[config.mk]
export PLATFORM = sky130hd
export DESIGN_NAME = mem_arbiter_flat
export DESIGN_NICKNAME = d
export VERILOG_FILES = /design/src/rtl/mem_arbiter_if.sv /design/src/rtl/mem_arbiter.sv /design/src/flat_wrapper.sv
export SDC_FILE = /design/constraint.sdc
export NUM_CORES = 1
export LEC_CHECK = 0
export ABC_AREA = 1
export CORE_MARGIN = 1.5
export CORE_UTILIZATION = 39
export DETAILED_ROUTE_END_ITERATION = 10
export MAX_ROUTING_LAYER = met4
export PLACE_DENSITY = 0.79
export SYNTH_ARGS = -nofsm -noshare
export SYNTH_HDL_FRONTEND = slang
export SYNTH_SLANG_ARGS = --single-unit
[constraint.sdc]
create_clock -name clk -period 3.51 [get_ports clk]
set_input_delay 0.5265 -clock clk [delete_from_list [all_inputs] [get_ports clk]]
set_output_delay 0.5265 -clock clk [all_outputs]
set_load 0.02 [all_outputs]
[src/rtl/mem_arbiter_if.sv]
// mem_arbiter_if: IFU, LSU and shared memory port signals of the arbiter
interface mem_arbiter_if #(parameter int XLEN = 32);
   logic            ifu_req_valid, ifu_req_ready, ifu_rsp_valid;
   logic [XLEN-1:0] ifu_req_addr, ifu_rsp_data;
   logic            lsu_req_valid, lsu_req_ready, lsu_req_wen, lsu_rsp_valid;
   logic [XLEN-1:0] lsu_req_addr, lsu_req_wdata, lsu_rsp_data;
   logic [3:0]      lsu_req_wstrb;
   logic            mem_req_valid, mem_req_ready, mem_req_wen, mem_rsp_valid;
   logic [XLEN-1:0] mem_req_addr, mem_req_wdata, mem_rsp_data;
   logic [3:0]      mem_req_wstrb;
   modport master (
      input  ifu_req_valid, ifu_req_addr,
      input  lsu_req_valid, lsu_req_wen, lsu_req_addr, lsu_req_wstrb, lsu_req_wdata,
      input  mem_req_ready, mem_rsp_valid, mem_rsp_data,
      output ifu_req_ready, ifu_rsp_valid, ifu_rsp_data,
      output lsu_req_ready, lsu_rsp_valid, lsu_rsp_data,
      output mem_req_valid, mem_req_wen, mem_req_addr, mem_req_wstrb, mem_req_wdata
   );
   modport slave (
      output ifu_req_valid, ifu_req_addr,
      output lsu_req_valid, lsu_req_wen, lsu_req_addr, lsu_req_wstrb, lsu_req_wdata,
      output mem_req_ready, mem_rsp_valid, mem_rsp_data,
      input  ifu_req_ready, ifu_rsp_valid, ifu_rsp_data,
      input  lsu_req_ready, lsu_rsp_valid, lsu_rsp_data,
      input  mem_req_valid, mem_req_wen, mem_req_addr, mem_req_wstrb, mem_req_wdata
   );
endinterface

[src/rtl/mem_arbiter.sv]
// mem_arbiter: shares one memory port between IFU and LSU, one transaction in flight
module mem_arbiter #(
   parameter int XLEN  = 32,
   parameter bit RR_EN = 1'b1
) (
   input logic          clk,
   input logic          rst,
   mem_arbiter_if.master bus
);
   typedef enum logic [1:0] {IDLE, REQ, RESP} state_t;
   state_t          state;
   logic            owner, last_grant, win_lsu, accept, wen;
   logic [XLEN-1:0] addr, wdata;
   logic [3:0]      wstrb;
   // winner selection and same-cycle ready; latched request drives the memory port
   always_comb begin
      win_lsu           = bus.lsu_req_valid && (!bus.ifu_req_valid || !RR_EN || !last_grant);
      accept            = !rst && state == IDLE && (bus.ifu_req_valid || bus.lsu_req_valid);
      bus.lsu_req_ready = accept && win_lsu;
      bus.ifu_req_ready = accept && !win_lsu;
      bus.mem_req_wen   = wen;
      bus.mem_req_addr  = addr;
      bus.mem_req_wstrb = wstrb;
      bus.mem_req_wdata = wdata;
   end
   // transaction FSM with registered port and response outputs
   always_ff @(posedge clk) begin
      if (rst) begin
         state             <= IDLE;
         owner             <= 1'b0;
         last_grant        <= 1'b1;
         wen               <= 1'b0;
         addr              <= '0;
         wstrb             <= '0;
         wdata             <= '0;
         bus.mem_req_valid <= 1'b0;
         bus.ifu_rsp_valid <= 1'b0;
         bus.lsu_rsp_valid <= 1'b0;
         bus.ifu_rsp_data  <= '0;
         bus.lsu_rsp_data  <= '0;
      end else begin
         bus.ifu_rsp_valid <= 1'b0;
         bus.lsu_rsp_valid <= 1'b0;
         case (state)
            IDLE: if (accept) begin
               state             <= REQ;
               owner             <= win_lsu;
               last_grant        <= win_lsu;
               wen               <= win_lsu && bus.lsu_req_wen;
               addr              <= win_lsu ? bus.lsu_req_addr : bus.ifu_req_addr;
               wstrb             <= (win_lsu && bus.lsu_req_wen) ? bus.lsu_req_wstrb : 4'h0;
               wdata             <= win_lsu ? bus.lsu_req_wdata : '0;
               bus.mem_req_valid <= 1'b1;
            end
            REQ: if (bus.mem_req_ready) begin
               state             <= RESP;
               bus.mem_req_valid <= 1'b0;
            end
            RESP: if (bus.mem_rsp_valid) begin
               state <= IDLE;
               if (owner) begin
                  bus.lsu_rsp_valid <= 1'b1;
                  bus.lsu_rsp_data  <= wen ? '0 : bus.mem_rsp_data;
               end else begin
                  bus.ifu_rsp_valid <= 1'b1;
                  bus.ifu_rsp_data  <= bus.mem_rsp_data;
               end
            end
            default: state <= IDLE;
         endcase
      end
   end
endmodule

[src/flat_wrapper.sv]
// flat-port wrapper written by rule: the top's interface ports become plain ports
module mem_arbiter_flat 
#(
   parameter int XLEN  = 32,
   parameter bit RR_EN = 1'b1
)
  (clk, rst, bus_ifu_req_valid, bus_ifu_req_addr, bus_lsu_req_valid, bus_lsu_req_wen, bus_lsu_req_addr, bus_lsu_req_wstrb, bus_lsu_req_wdata, bus_mem_req_ready, bus_mem_rsp_valid, bus_mem_rsp_data, bus_ifu_req_ready, bus_ifu_rsp_valid, bus_ifu_rsp_data, bus_lsu_req_ready, bus_lsu_rsp_valid, bus_lsu_rsp_data, bus_mem_req_valid, bus_mem_req_wen, bus_mem_req_addr, bus_mem_req_wstrb, bus_mem_req_wdata);
  mem_arbiter_if #(.XLEN(XLEN)) bus_i ();
  input logic clk;
  input logic rst;
  input wire logic [$bits(bus_i.ifu_req_valid)-1:0] bus_ifu_req_valid;
  input wire logic [$bits(bus_i.ifu_req_addr)-1:0] bus_ifu_req_addr;
  input wire logic [$bits(bus_i.lsu_req_valid)-1:0] bus_lsu_req_valid;
  input wire logic [$bits(bus_i.lsu_req_wen)-1:0] bus_lsu_req_wen;
  input wire logic [$bits(bus_i.lsu_req_addr)-1:0] bus_lsu_req_addr;
  input wire logic [$bits(bus_i.lsu_req_wstrb)-1:0] bus_lsu_req_wstrb;
  input wire logic [$bits(bus_i.lsu_req_wdata)-1:0] bus_lsu_req_wdata;
  input wire logic [$bits(bus_i.mem_req_ready)-1:0] bus_mem_req_ready;
  input wire logic [$bits(bus_i.mem_rsp_valid)-1:0] bus_mem_rsp_valid;
  input wire logic [$bits(bus_i.mem_rsp_data)-1:0] bus_mem_rsp_data;
  output wire logic [$bits(bus_i.ifu_req_ready)-1:0] bus_ifu_req_ready;
  output wire logic [$bits(bus_i.ifu_rsp_valid)-1:0] bus_ifu_rsp_valid;
  output wire logic [$bits(bus_i.ifu_rsp_data)-1:0] bus_ifu_rsp_data;
  output wire logic [$bits(bus_i.lsu_req_ready)-1:0] bus_lsu_req_ready;
  output wire logic [$bits(bus_i.lsu_rsp_valid)-1:0] bus_lsu_rsp_valid;
  output wire logic [$bits(bus_i.lsu_rsp_data)-1:0] bus_lsu_rsp_data;
  output wire logic [$bits(bus_i.mem_req_valid)-1:0] bus_mem_req_valid;
  output wire logic [$bits(bus_i.mem_req_wen)-1:0] bus_mem_req_wen;
  output wire logic [$bits(bus_i.mem_req_addr)-1:0] bus_mem_req_addr;
  output wire logic [$bits(bus_i.mem_req_wstrb)-1:0] bus_mem_req_wstrb;
  output wire logic [$bits(bus_i.mem_req_wdata)-1:0] bus_mem_req_wdata;
  assign bus_i.ifu_req_valid = bus_ifu_req_valid;
  assign bus_i.ifu_req_addr = bus_ifu_req_addr;
  assign bus_i.lsu_req_valid = bus_lsu_req_valid;
  assign bus_i.lsu_req_wen = bus_lsu_req_wen;
  assign bus_i.lsu_req_addr = bus_lsu_req_addr;
  assign bus_i.lsu_req_wstrb = bus_lsu_req_wstrb;
  assign bus_i.lsu_req_wdata = bus_lsu_req_wdata;
  assign bus_i.mem_req_ready = bus_mem_req_ready;
  assign bus_i.mem_rsp_valid = bus_mem_rsp_valid;
  assign bus_i.mem_rsp_data = bus_mem_rsp_data;
  assign bus_ifu_req_ready = bus_i.ifu_req_ready;
  assign bus_ifu_rsp_valid = bus_i.ifu_rsp_valid;
  assign bus_ifu_rsp_data = bus_i.ifu_rsp_data;
  assign bus_lsu_req_ready = bus_i.lsu_req_ready;
  assign bus_lsu_rsp_valid = bus_i.lsu_rsp_valid;
  assign bus_lsu_rsp_data = bus_i.lsu_rsp_data;
  assign bus_mem_req_valid = bus_i.mem_req_valid;
  assign bus_mem_req_wen = bus_i.mem_req_wen;
  assign bus_mem_req_addr = bus_i.mem_req_addr;
  assign bus_mem_req_wstrb = bus_i.mem_req_wstrb;
  assign bus_mem_req_wdata = bus_i.mem_req_wdata;
  mem_arbiter #(.XLEN(XLEN), .RR_EN(RR_EN)) u_core (.clk(clk), .rst(rst), .bus(bus_i));
endmodule
==> results.md, run 1 <==
* Status: finished clean
* Worst-path clk slew at 0.06 ns
* Register area share after synthesis at 0.520
* Vias in the first global route at 5329
* Fin. Hold Viols at 0
* RePlAce Congestion at 0.886
* Die Height at 121 microns
* Clk sinks at 140
* Top-area cell type share of the netlist area at 0.520
* Initial antenna violation count at 0
* CTS tree: done
* Pin count of the biggest net entering global routing at 70
* Largest cells by area after synthesis: dfxtp_1 (52%), nand2_1 (22%), nand3_1 (12%), a21oi_1 (6.3%), buf_2 (1.6%)
* Synth area leader: dfxtp_1
* Critical path capture point type: output pin
* Ports at about 280
* Iter 0 DRT Violations at ~420
* RSZ-0062 raised after global routing: no
* Overflow after GRT at 0
* CP required at between 2 and 3 ns
* Clk_skew at 0.0110 ns
* CP Max Fanout at 14
* Syn_area_per_cell at ~7.4 sq um
* Crit Path Class: in -> out
* Vias post-DR at about 5700
* Post-Route WL at 16.9 mm
* Syn nets at slightly below 900
* Ant. Diodes at 0
* Post-synth EDFFs at 0
* Least-Margin Pin Slew at 1.12 ns
* DIE AREA at between 10000 and 15000 sq um
* Pwr Density at 464 nW/um^2
* Worst vdd ir at 0.319 mV
* Synth Register Bits at 140
* Post-route minimum period at approximately 2.8 ns
* Clock latency on the worst-skew pair at approximately 0.4 ns
* Min-delay worst type: reg -> reg
* First-pass GRT wire length at ~27 mm
* Maxcap violations at 0
* DRC Markers at 0
* Final setup fails at 0
* DRT Pass-1 Iters at 4
* Count of different cell masters after synthesis at 17
* Placed cell count at 1141
* Clock buffer depth at 2
* Crit-path max cell delay at between 0.6 and 0.7 ns
* Die width at 121 microns
* Arrival @ worst endpoint at approximately 2.3 ns
* Final ANT Viol Nets at 0
* Hpwl dp at about 12 mm
* Count leader, synth: nand2_1
* Synth cell count leaders: nand2_1 (310), dfxtp_1 (140), nand3_1 (134)
* Core Util, Final at 0.659
* Crit path cell chain: clkdlybuf4s50_1 > nand2_1 > nand2_1 > nor2_2 > clkdlybuf4s50_1
* Root Buffer: clkbuf_16
* Num rows at 42
* Critical path's slowest cell: clkdlybuf4s50_1
* Max Slew Vio Count at 0
* Depth of the CTS H-tree at 4
* # port buffers at roughly 280
* Final Cycle Share at 0.796
* Non-filler cells, final at about 1200
* Hold buffer count at CTS at 0
* Pleak at around 3.6 nW
* Tot GR Track Use at 0.238
* WL/cell at 14.4 microns
* Fin nets at 1123
* Post-CTS setup buffer count at 0
* Syn-to-layout area delta at 63.4%
* Synth Cell Area at around 5400 sq um
* Main synth FF type: dfxtp_1
* Vias/cell at 4.87
* Fraction of layout cells with a size suffix above 1 at 0.0572
* Core footprint at between 10000 and 15000 sq um
* Startpoint Class: primary input
* Initial core utilization at 0.403
* Post-CTS sizing at 0
* Async S/R FF share, synth at 0
* Max Clk Rate at 0.358 GHz
* CTS Buf Count at 17
* Total Neg Setup Slack at 0 ns
* Ys Warns at 0
* Post-Syn Instances at roughly 730
* Slew margin rel. at 0.254
-- final timing paths --
path         cells after the start  slack [ns]                           end                          from
max                              5        0.72             bus_lsu_req_ready             bus_ifu_req_valid
min                              2        0.45  u_core.bus.mem_req_wdata[12]  u_core.bus.mem_req_wdata[12]
max reg2reg                      8        1.25    u_core.bus.lsu_rsp_data[5]               u_core.state[1]
min reg2reg                      2        0.45  u_core.bus.mem_req_wdata[12]  u_core.bus.mem_req_wdata[12]
-- kinds of logic (layout without fill, tap and decap cells) --
| family | Yosys count | count (layout) | share of synthesized area |
|---|---|---|---|
| buf+inv | 62 | 331 | 0.0576 |
| flops | 140 | 140 | 0.520 |
| compound gates | 70 | 70 | 0.0651 |
| simple gates | 456 | 456 | 0.357 |
-- per-layer routing --
| layer | vias to the layer above | share of wire | global-route usage |
|---|---|---|---|
| li1 | 2868 | - | - |
| met4 | 0 | 0.033 | 0.109 |
| met2 | 255 | 0.47 | 0.377 |
| met3 | 35 | 0.092 | 0.0774 |
| met1 | 2550 | 0.40 | 0.276 |
| met5 | - | 0 | - |
-- registers in the layout (all words and copies together), names as in the netlist --
signal / cells
u_core.bus.mem_req_addr: 32
u_core.state: 2
u_core.last_grant: 1
u_core.bus.lsu_rsp_data: 32
u_core.bus.ifu_rsp_valid: 1
u_core.bus.mem_req_wen: 1
u_core.owner: 1
u_core.bus.lsu_rsp_valid: 1
u_core.bus.mem_req_valid: 1
u_core.bus.mem_req_wstrb: 4
u_core.bus.ifu_rsp_data: 32
u_core.bus.mem_req_wdata: 32
-- stage by stage --
stage | total power [mW] | area (sq um) | setup WS (ns) | hold WS [ns]
after detailed placement | 2.29 | 8190 | 0.684 | 0.438
after CTS | 4.11 | 8800 | 0.684 | 0.452
after global routing | 4.25 | 8800 | 0.599 | 0.463
final | 4.08 | 8800 | 0.717 | 0.449
after floorplan | 1.97 | 5390 | 1.66 | 0.455
after global placement | 2.29 | 8190 | 0.711 | 0.436
-- layout make-up --
type	count	area, sq um
sequential	140	2800
tap	176	220
inverter	10	37.5
timing repair buffer	289	2860
multi-input combinational	526	2270
clock inverter	13	165
clock buffer	19	443
fill	1164	4550
-- cells in the final DEF, fill, tap and decap left out, types with 3 or more instances in the layout --
master	Yosys	routed
clkdlybuf4s50_1	0	275
clkinvlp_4	0	4
inv_1	6	6
dfxtp_1	140	140
clkbuf_16	0	17
nor2_2	3	4
inv_2	4	4
bufinv_16	0	3
nand2_1	310	310
nand3_1	134	134
a21oi_1	68	68
nor2_1	5	4
buf_4	5	13
-- where the power goes --
| group | leakage (nW) | switching [mW] | internal, mW |
|---|---|---|---|
| clock | 0.286 | 0.686 | 1.14 |
| sequential | 1.13 | 0.0291 | 1.64 |
| combinational | 2.19 | 0.294 | 0.285 |
| total | 3.61 | 1.01 | 3.07 |
-- worst max-delay path, delay by kind of cell --
| family | cells | cell delay [ns] |
|---|---|---|
| and+or+nand+nor | 3 | 0.64 |
| buffers and inverters | 2 | 1.09 |
No activity file was read; power rests on OpenSTA's default activity.
==> run 2: changes to the inputs <==
--- a/config.mk
+++ b/config.mk
@@ -7,10 +7,10 @@
 export LEC_CHECK = 0
 export ABC_AREA = 1
 export CORE_MARGIN = 1.5
-export CORE_UTILIZATION = 39
+export CORE_UTILIZATION = 36
 export DETAILED_ROUTE_END_ITERATION = 10
 export MAX_ROUTING_LAYER = met4
-export PLACE_DENSITY = 0.79
+export PLACE_DENSITY = 0.77
 export SYNTH_ARGS = -nofsm -noshare
 export SYNTH_HDL_FRONTEND = slang
 export SYNTH_SLANG_ARGS = --single-unit
==> constraint.sdc (replaced) <==
create_clock -name clk -period 2.51 [get_ports clk]
set_input_delay 0.3765 -clock clk [delete_from_list [all_inputs] [get_ports clk]]
set_output_delay 0.3765 -clock clk [all_outputs]
set_load 0.02 [all_outputs]
==> run 2 against run 1 <==
Compared with the run above:
- total power rose by 34%
- hold slack got worse by 0.056 ns
- core utilization fell by 5.6 points
- via count rose by 0.23%
- largest power group is now registers
==> results.md, run 2 (synthesis gave the netlist of run 1 again) <==
* Non-filler cells, final at 1187 (+1.2%)
* Placed Area at 8250 sq um (+0.67%)
* Die width at 125 microns (+4.0%)
* Tot GR Track Use at 0.222 (-0.0159)
* Hpwl dp at 11.8 mm (+2.3%)
* Ant. Diodes at 0 (unchanged)
* Critical path capture point type: output pin
* Critical path's slowest cell: clkdlybuf4s50_1
* Vias post-DR at 5721 (+0.23%)
* Placed cell count at 1155 (+1.2%)
* Delay-heaviest family, CP: buffers and inverters
* Maxcap violations at 0 (unchanged)
* Design area at 8800 sq um (about the same)
* CP required at 2.13 ns (-0.85 ns)
* DRT Pass-1 Iters at 5 (+1)
* Fin. Hold Viols at 0 (unchanged)
* Max Clk Rate at ~0.49 GHz
* Crit Path Class: in -> out
* Final Cycle Share at 0.816
* Initial core utilization at 0.369 (-0.0343)
* Pwr Density at 620 nW/um^2 (+34%)
* Die Height at 125 microns (+4.0%)
* Slew margin rel. at 0.465 (+0.211)
* Clk sinks at 140 (unchanged)
* Total power at 5.46 mW (+34%)
* CTS Buf Count at 17 (unchanged)
* Iter 0 DRT Violations at 404 (-4.3%)
* CTS tree: done
* Total Neg Setup Slack at 0 ns (unchanged)
* # fillers at 1316 (+13%)
* RePlAce Congestion at 0.791 (-11%)
* CP Max Fanout at 4 (-10)
* Fin nets at 1129 (+0.53%)
* Pin count of the biggest net entering global routing at 69 (-1.4%)
* Crit path cell chain: clkdlybuf4s50_1 > inv_1 > nand2_1 > nand3_4 > a21oi_1 > dlymetal6s2s_1
* Post-Route WL at 17.1 mm (+0.98%)
* Least-Margin Pin Slew at 0.800 ns (-0.317 ns)
* Most common cell after layout, fill and taps aside: nand2_1
* Core Util, Final at 0.603 (-0.0559)
* RSZ-0062 raised after global routing: no
* Pleak at 3.65 nW (+1.0%)
* Core footprint at 14600 sq um (+9.3%)
* Arrival @ worst endpoint at 1.67 ns (-0.60 ns)
* Min-delay worst type: in -> reg
* Overflow after GRT at 0 (unchanged)
* Final setup fails at 0 (unchanged)
* Vias/cell at 4.82 (-0.95%)
* Num rows at 44 (+4.8%)
* Sum of buffers and inverters on the critical path at 3 (+1)
* Worst-path clk slew at 0.06 ns (about the same)
* Crit-path max cell delay at 0.51 ns (-0.16 ns)
* Hold slack at 0.393 ns (-0.0558 ns)
* Status: finished clean
* Syn-to-layout area delta at 63.4% (about the same)
* WL/cell at 14.4 microns (-0.21%)
* Post-route minimum period at 2.05 ns
* Setup ws final at 0.463 ns (-0.254 ns)
* FF/Latch Area at 2800 sq um (unchanged)
* Root Buffer: clkbuf_16
* First-pass GRT wire length at 27.3 mm (+2.5%)
* Setup WS pre-CTS at 0.0769 ns (-0.607 ns)
* Worst vdd ir at 0.454 mV (+43%)
* Initial antenna violation count at 0 (unchanged)
* Vias in the first global route at 5294 (-0.66%)
* Post-CTS setup buffer count at 0 (unchanged)
* Final ANT Viol Nets at 0 (unchanged)
* Depth of the CTS H-tree at 4 (unchanged)
* Clock latency on the worst-skew pair at 0.41 ns (about the same)
* Multi-input logic area at 2270 sq um (unchanged)
* DIE AREA at 15700 sq um (+8.1%)
* Clk_skew at 0.00717 ns (-0.00381 ns)
* DRC Markers at 0 (unchanged)
* Ports at 277 (unchanged)
* Most frequent cells in the layout: nand2_1 (310), clkdlybuf4s50_1 (273), dfxtp_1 (140), nand3_1 (134), a21oi_1 (68)
* # port buffers at 276 (unchanged)
* Startpoint Class: primary input
* Fraction of layout cells with a size suffix above 1 at 0.0618 (+0.00464)
* Max Slew Vio Count at 0 (unchanged)
* Clock buffer depth at 2 (unchanged)
-- run 2: cell types whose count changed in the layout (fill, tap and decap cells not counted) --
cell	delta
clkinv_2	+1
dlymetal6s2s_1	+2
buf_4	+6
clkdlybuf4s50_1	-2
clkbuf_1	+1
clkbuf_8	+3
bufinv_16	-3
inv_6	-1
clkinv_4	-1
-- run 2: final cells by class --
cell class,instances,share of cell area
multi-input combinational,526,0.258
inverter,10,0.00426
timing repair buffer,295,0.330
sequential,140,0.318
tap,184,0.0262
clock inverter,9,0.00711
clock buffer,23,0.0554
-- run 2: power by group --
part | leakage [nW] | total, mW | switching, mW | internal [mW]
logic | 2.25 | 0.819 | 0.414 | 0.406
clock network | 0.262 | 2.30 | 0.933 | 1.37
registers | 1.13 | 2.34 | 0.0414 | 2.30
total | 3.65 | 5.46 | 1.39 | 4.07
-- run 2: path summary, 6_finish.rpt --
| check | start | to | slack (ns) | depth (start not counted) |
|---|---|---|---|---|
| worst max register to register | u_core.state[1] | u_core.bus.lsu_rsp_data[29] | 0.58 | 6 |
| worst min register to register | u_core.bus.mem_req_wdata[21] | u_core.bus.mem_req_wdata[21] | 0.45 | 2 |
| worst max-delay path | bus_lsu_req_valid | bus_ifu_req_ready | 0.46 | 6 |
| worst min-delay path | rst | u_core.bus.lsu_rsp_valid | 0.39 | 2 |
-- run 2: layer usage --
layer,up-vias,GRT usage,wire length [microns]
met5,-,-,0
met4,0,0.0816,388
met3,29,0.0548,1180
met2,225,0.358,8150
met1,2586,0.270,7330
li1,2881,-,-
-- run 2: repair_timing --
| action | in CTS | in global routing |
|---|---|---|
| endpoints found under the hold margin | 0 | 0 |
| setup endpoints to repair | 0 | 2 |
| hold buffers | 0 | 0 |
| resized for setup | 0 | 2 |
==> run 3: changes to the inputs <==
==> constraint.sdc (replaced) <==
create_clock -name clk -period 1.8 [get_ports clk]
set_input_delay 0.27 -clock clk [delete_from_list [all_inputs] [get_ports clk]]
set_output_delay 0.27 -clock clk [all_outputs]
set_load 0.02 [all_outputs]
==> run 3 against run 2 <==
Compared with the run above:
- die area stayed put
- clock skew is 0.0031 ns higher
- hold slack worse by 0.12 ns
- flip-flop and latch count stayed put
- global-route usage hardly changed
- sequential share of layout area is 0.49 points lower
- register-to-register slack worse by 0.44 ns
==> results.md, run 3 (synthesis gave the netlist of run 1 again) <==
* # port buffers at 276 (unchanged)
* Hold buffer count at CTS at 0 (unchanged)
* Post-route minimum period at about 1.7 ns
* CP Max Fanout at 4 (unchanged)
* Slew margin rel. at 0.506 (+0.0406)
* Reg-to-Reg Start: u_core.state[1]
* Final ANT Viol Nets at 0 (unchanged)
* Depth of the CTS H-tree at 4 (unchanged)
* Start point of the critical path: bus_lsu_req_valid
* Fin nets at 1137 (+0.71%)
* Die Height at 125 microns (unchanged)
* Core footprint at 14600 sq um (unchanged)
* Clock power share at 0.448 (+0.027)
* Switching Fraction at 0.251 (-0.00273)
* Ports at 277 (unchanged)
* Critical path capture point type: output pin
* Total Neg Setup Slack at 0 ns (unchanged)
* WL/cell at 14.5 microns (+0.60%)
* Max Clk Rate at 0.584 GHz
* Vias in the first global route at 5404 (+2.1%)
* DRT Pass-1 Iters at 7 (+2)
* First-pass GRT wire length at 27.5 mm (+0.60%)
* Hpwl dp at 11.9 mm (+0.95%)
* Pleak at 3.68 nW (+1.0%)
* Vias post-DR at 5781 (+1.0%)
* # fillers at 1290 (-2.0%)
* Multi-input logic area at 2300 sq um (+1.1%)
* Pwr Density at 900 nW/um^2 (+45%)
* Crit Path Class: in -> out
* Max Slew Vio Count at 0 (unchanged)
* Min-delay src: rst
* Final setup fails at 0 (unchanged)
* Fin. Hold Viols at 0 (unchanged)
* Die width at 125 microns (unchanged)
* CP required at 1.53 ns (-0.60 ns)
* DRC Markers at 0 (unchanged)
* Worst-path clk slew at 0.06 ns (about the same)
* Sw Pwr at 2.02 mW (+46%)
* Pin count of the biggest net entering global routing at 69 (unchanged)
* Post-CTS setup buffer count at 0 (unchanged)
* Arrival @ worst endpoint at 1.44 ns (-0.23 ns)
* CTS Buf Count at 17 (unchanged)
* Logic gate share of total power at 0.147 (-0.003)
* Non-filler cells, final at 1195 (+0.67%)
* Min-delay worst type: in -> reg
* Final Cycle Share at 0.951
* Internal power at 6.02 mW (+48%)
* Maxcap violations at 0 (unchanged)
* R2R cell count at 7 (+1)
* Power share of the sequential group at 0.406 (-0.023)
* Status: finished clean
* Clock latency on the worst-skew pair at 0.41 ns (about the same)
* Iter 0 DRT Violations at 352 (-13%)
* Worst vdd ir at 0.627 mV (+38%)
* DIE AREA at 15700 sq um (unchanged)
* Num rows at 44 (unchanged)
* Initial core utilization at 0.369 (unchanged)
* Root Buffer: clkbuf_16
* Ant. Diodes at 0 (unchanged)
* Core Util, Final at 0.613 (+0.00943)
* CTS tree: done
* Clk sinks at 140 (unchanged)
* FF/Latch Area at 2800 sq um (unchanged)
* RePlAce Congestion at 0.816 (+3.3%)
* Total power at 8.04 mW (+47%)
* Clock buffer depth at 2 (unchanged)
* Most frequent cells in the layout: nand2_1 (310), clkdlybuf4s50_1 (273), dfxtp_1 (140), nand3_1 (134), a21oi_1 (67)
* Fraction of layout cells with a size suffix above 1 at 0.0732 (+0.0114)
* RSZ-0062 raised after global routing: no
* Setup ws final at 0.0876 ns (-0.375 ns)
* Syn-to-layout area delta at 66.0%
* Vias/cell at 4.84 (+0.37%)
* Startpoint Class: primary input
* Setup WS pre-CTS at -0.415 ns (-0.492 ns)
* Least-Margin Pin Slew at 0.742 ns (-0.0589 ns)
* Placed cell count at 1162 (+0.61%)
* Tot GR Track Use at 0.223 (+0.000281)
* Overflow after GRT at 0 (unchanged)
* Most common cell after layout, fill and taps aside: nand2_1
* Clk_skew at 0.0103 ns (+0.00312 ns)
* Cell depth of the worst hold path at 2 (unchanged)
* Post-Route WL at 17.3 mm (+1.3%)
* Initial antenna violation count at 0 (unchanged)
## run 3: layout make-up
class                      instances  share of cell area
clock buffer                      19              0.0496
timing repair buffer             302               0.331
multi-input combinational        527               0.257
inverter                          10             0.00420
tap                              184              0.0258
sequential                       140               0.314
clock inverter                    13              0.0188
## run 3: final timing paths
path / end / slack, ns
min reg2reg: u_core.bus.mem_req_wdata[4] / 0.45
max: bus_lsu_req_ready / 0.09
min: u_core.bus.lsu_rsp_valid / 0.27
max reg2reg: u_core.bus.ifu_rsp_data[3] / 0.14
## run 3: timing repair
action / in CTS / in global routing
endpoints found under the hold margin: 0 / 0
gates resized for setup: 9 / 4
pin swaps: 0 / 1
gates cloned: 0 / 1
setup endpoints to repair: 2 / 10
## run 3: per-layer routing
layer  track usage  routed length, microns  vias up
li1              -                       -     2906
met2         0.347                    8060      245
met5             -                       0        -
met4        0.0816                     414        0
met1         0.271                    7490     2603
met3        0.0706                    1310       27
## run 3: per-stage QoR
stage,hold slack (ns),area (sq um)
after CTS,0.250,8920
after global placement,0.435,8310
after detailed placement,0.438,8310
after global routing,0.269,8940
final,0.273,8940
after floorplan,0.373,5390
## run 3: worst max-delay path, cell delays in order
cell and delay [ns]:
clkdlybuf4s50_1 0.53, inv_1 0.05, nand2_1 0.13, nand3_4 0.11, nor2_4 0.14, buf_2 0.20
## run 3: power by group through the flow
stage          combinational, mW  clock (mW)  sequential (mW)
6_report                    1.18        3.60             3.27
5_1_grt                     1.28        3.80             3.28
4_1_cts                     1.18        3.66             3.26
3_5_place_dp                1.18           0             3.33
3_3_place_gp                1.17           0             3.33
2_1_floorplan              0.396           0             3.45
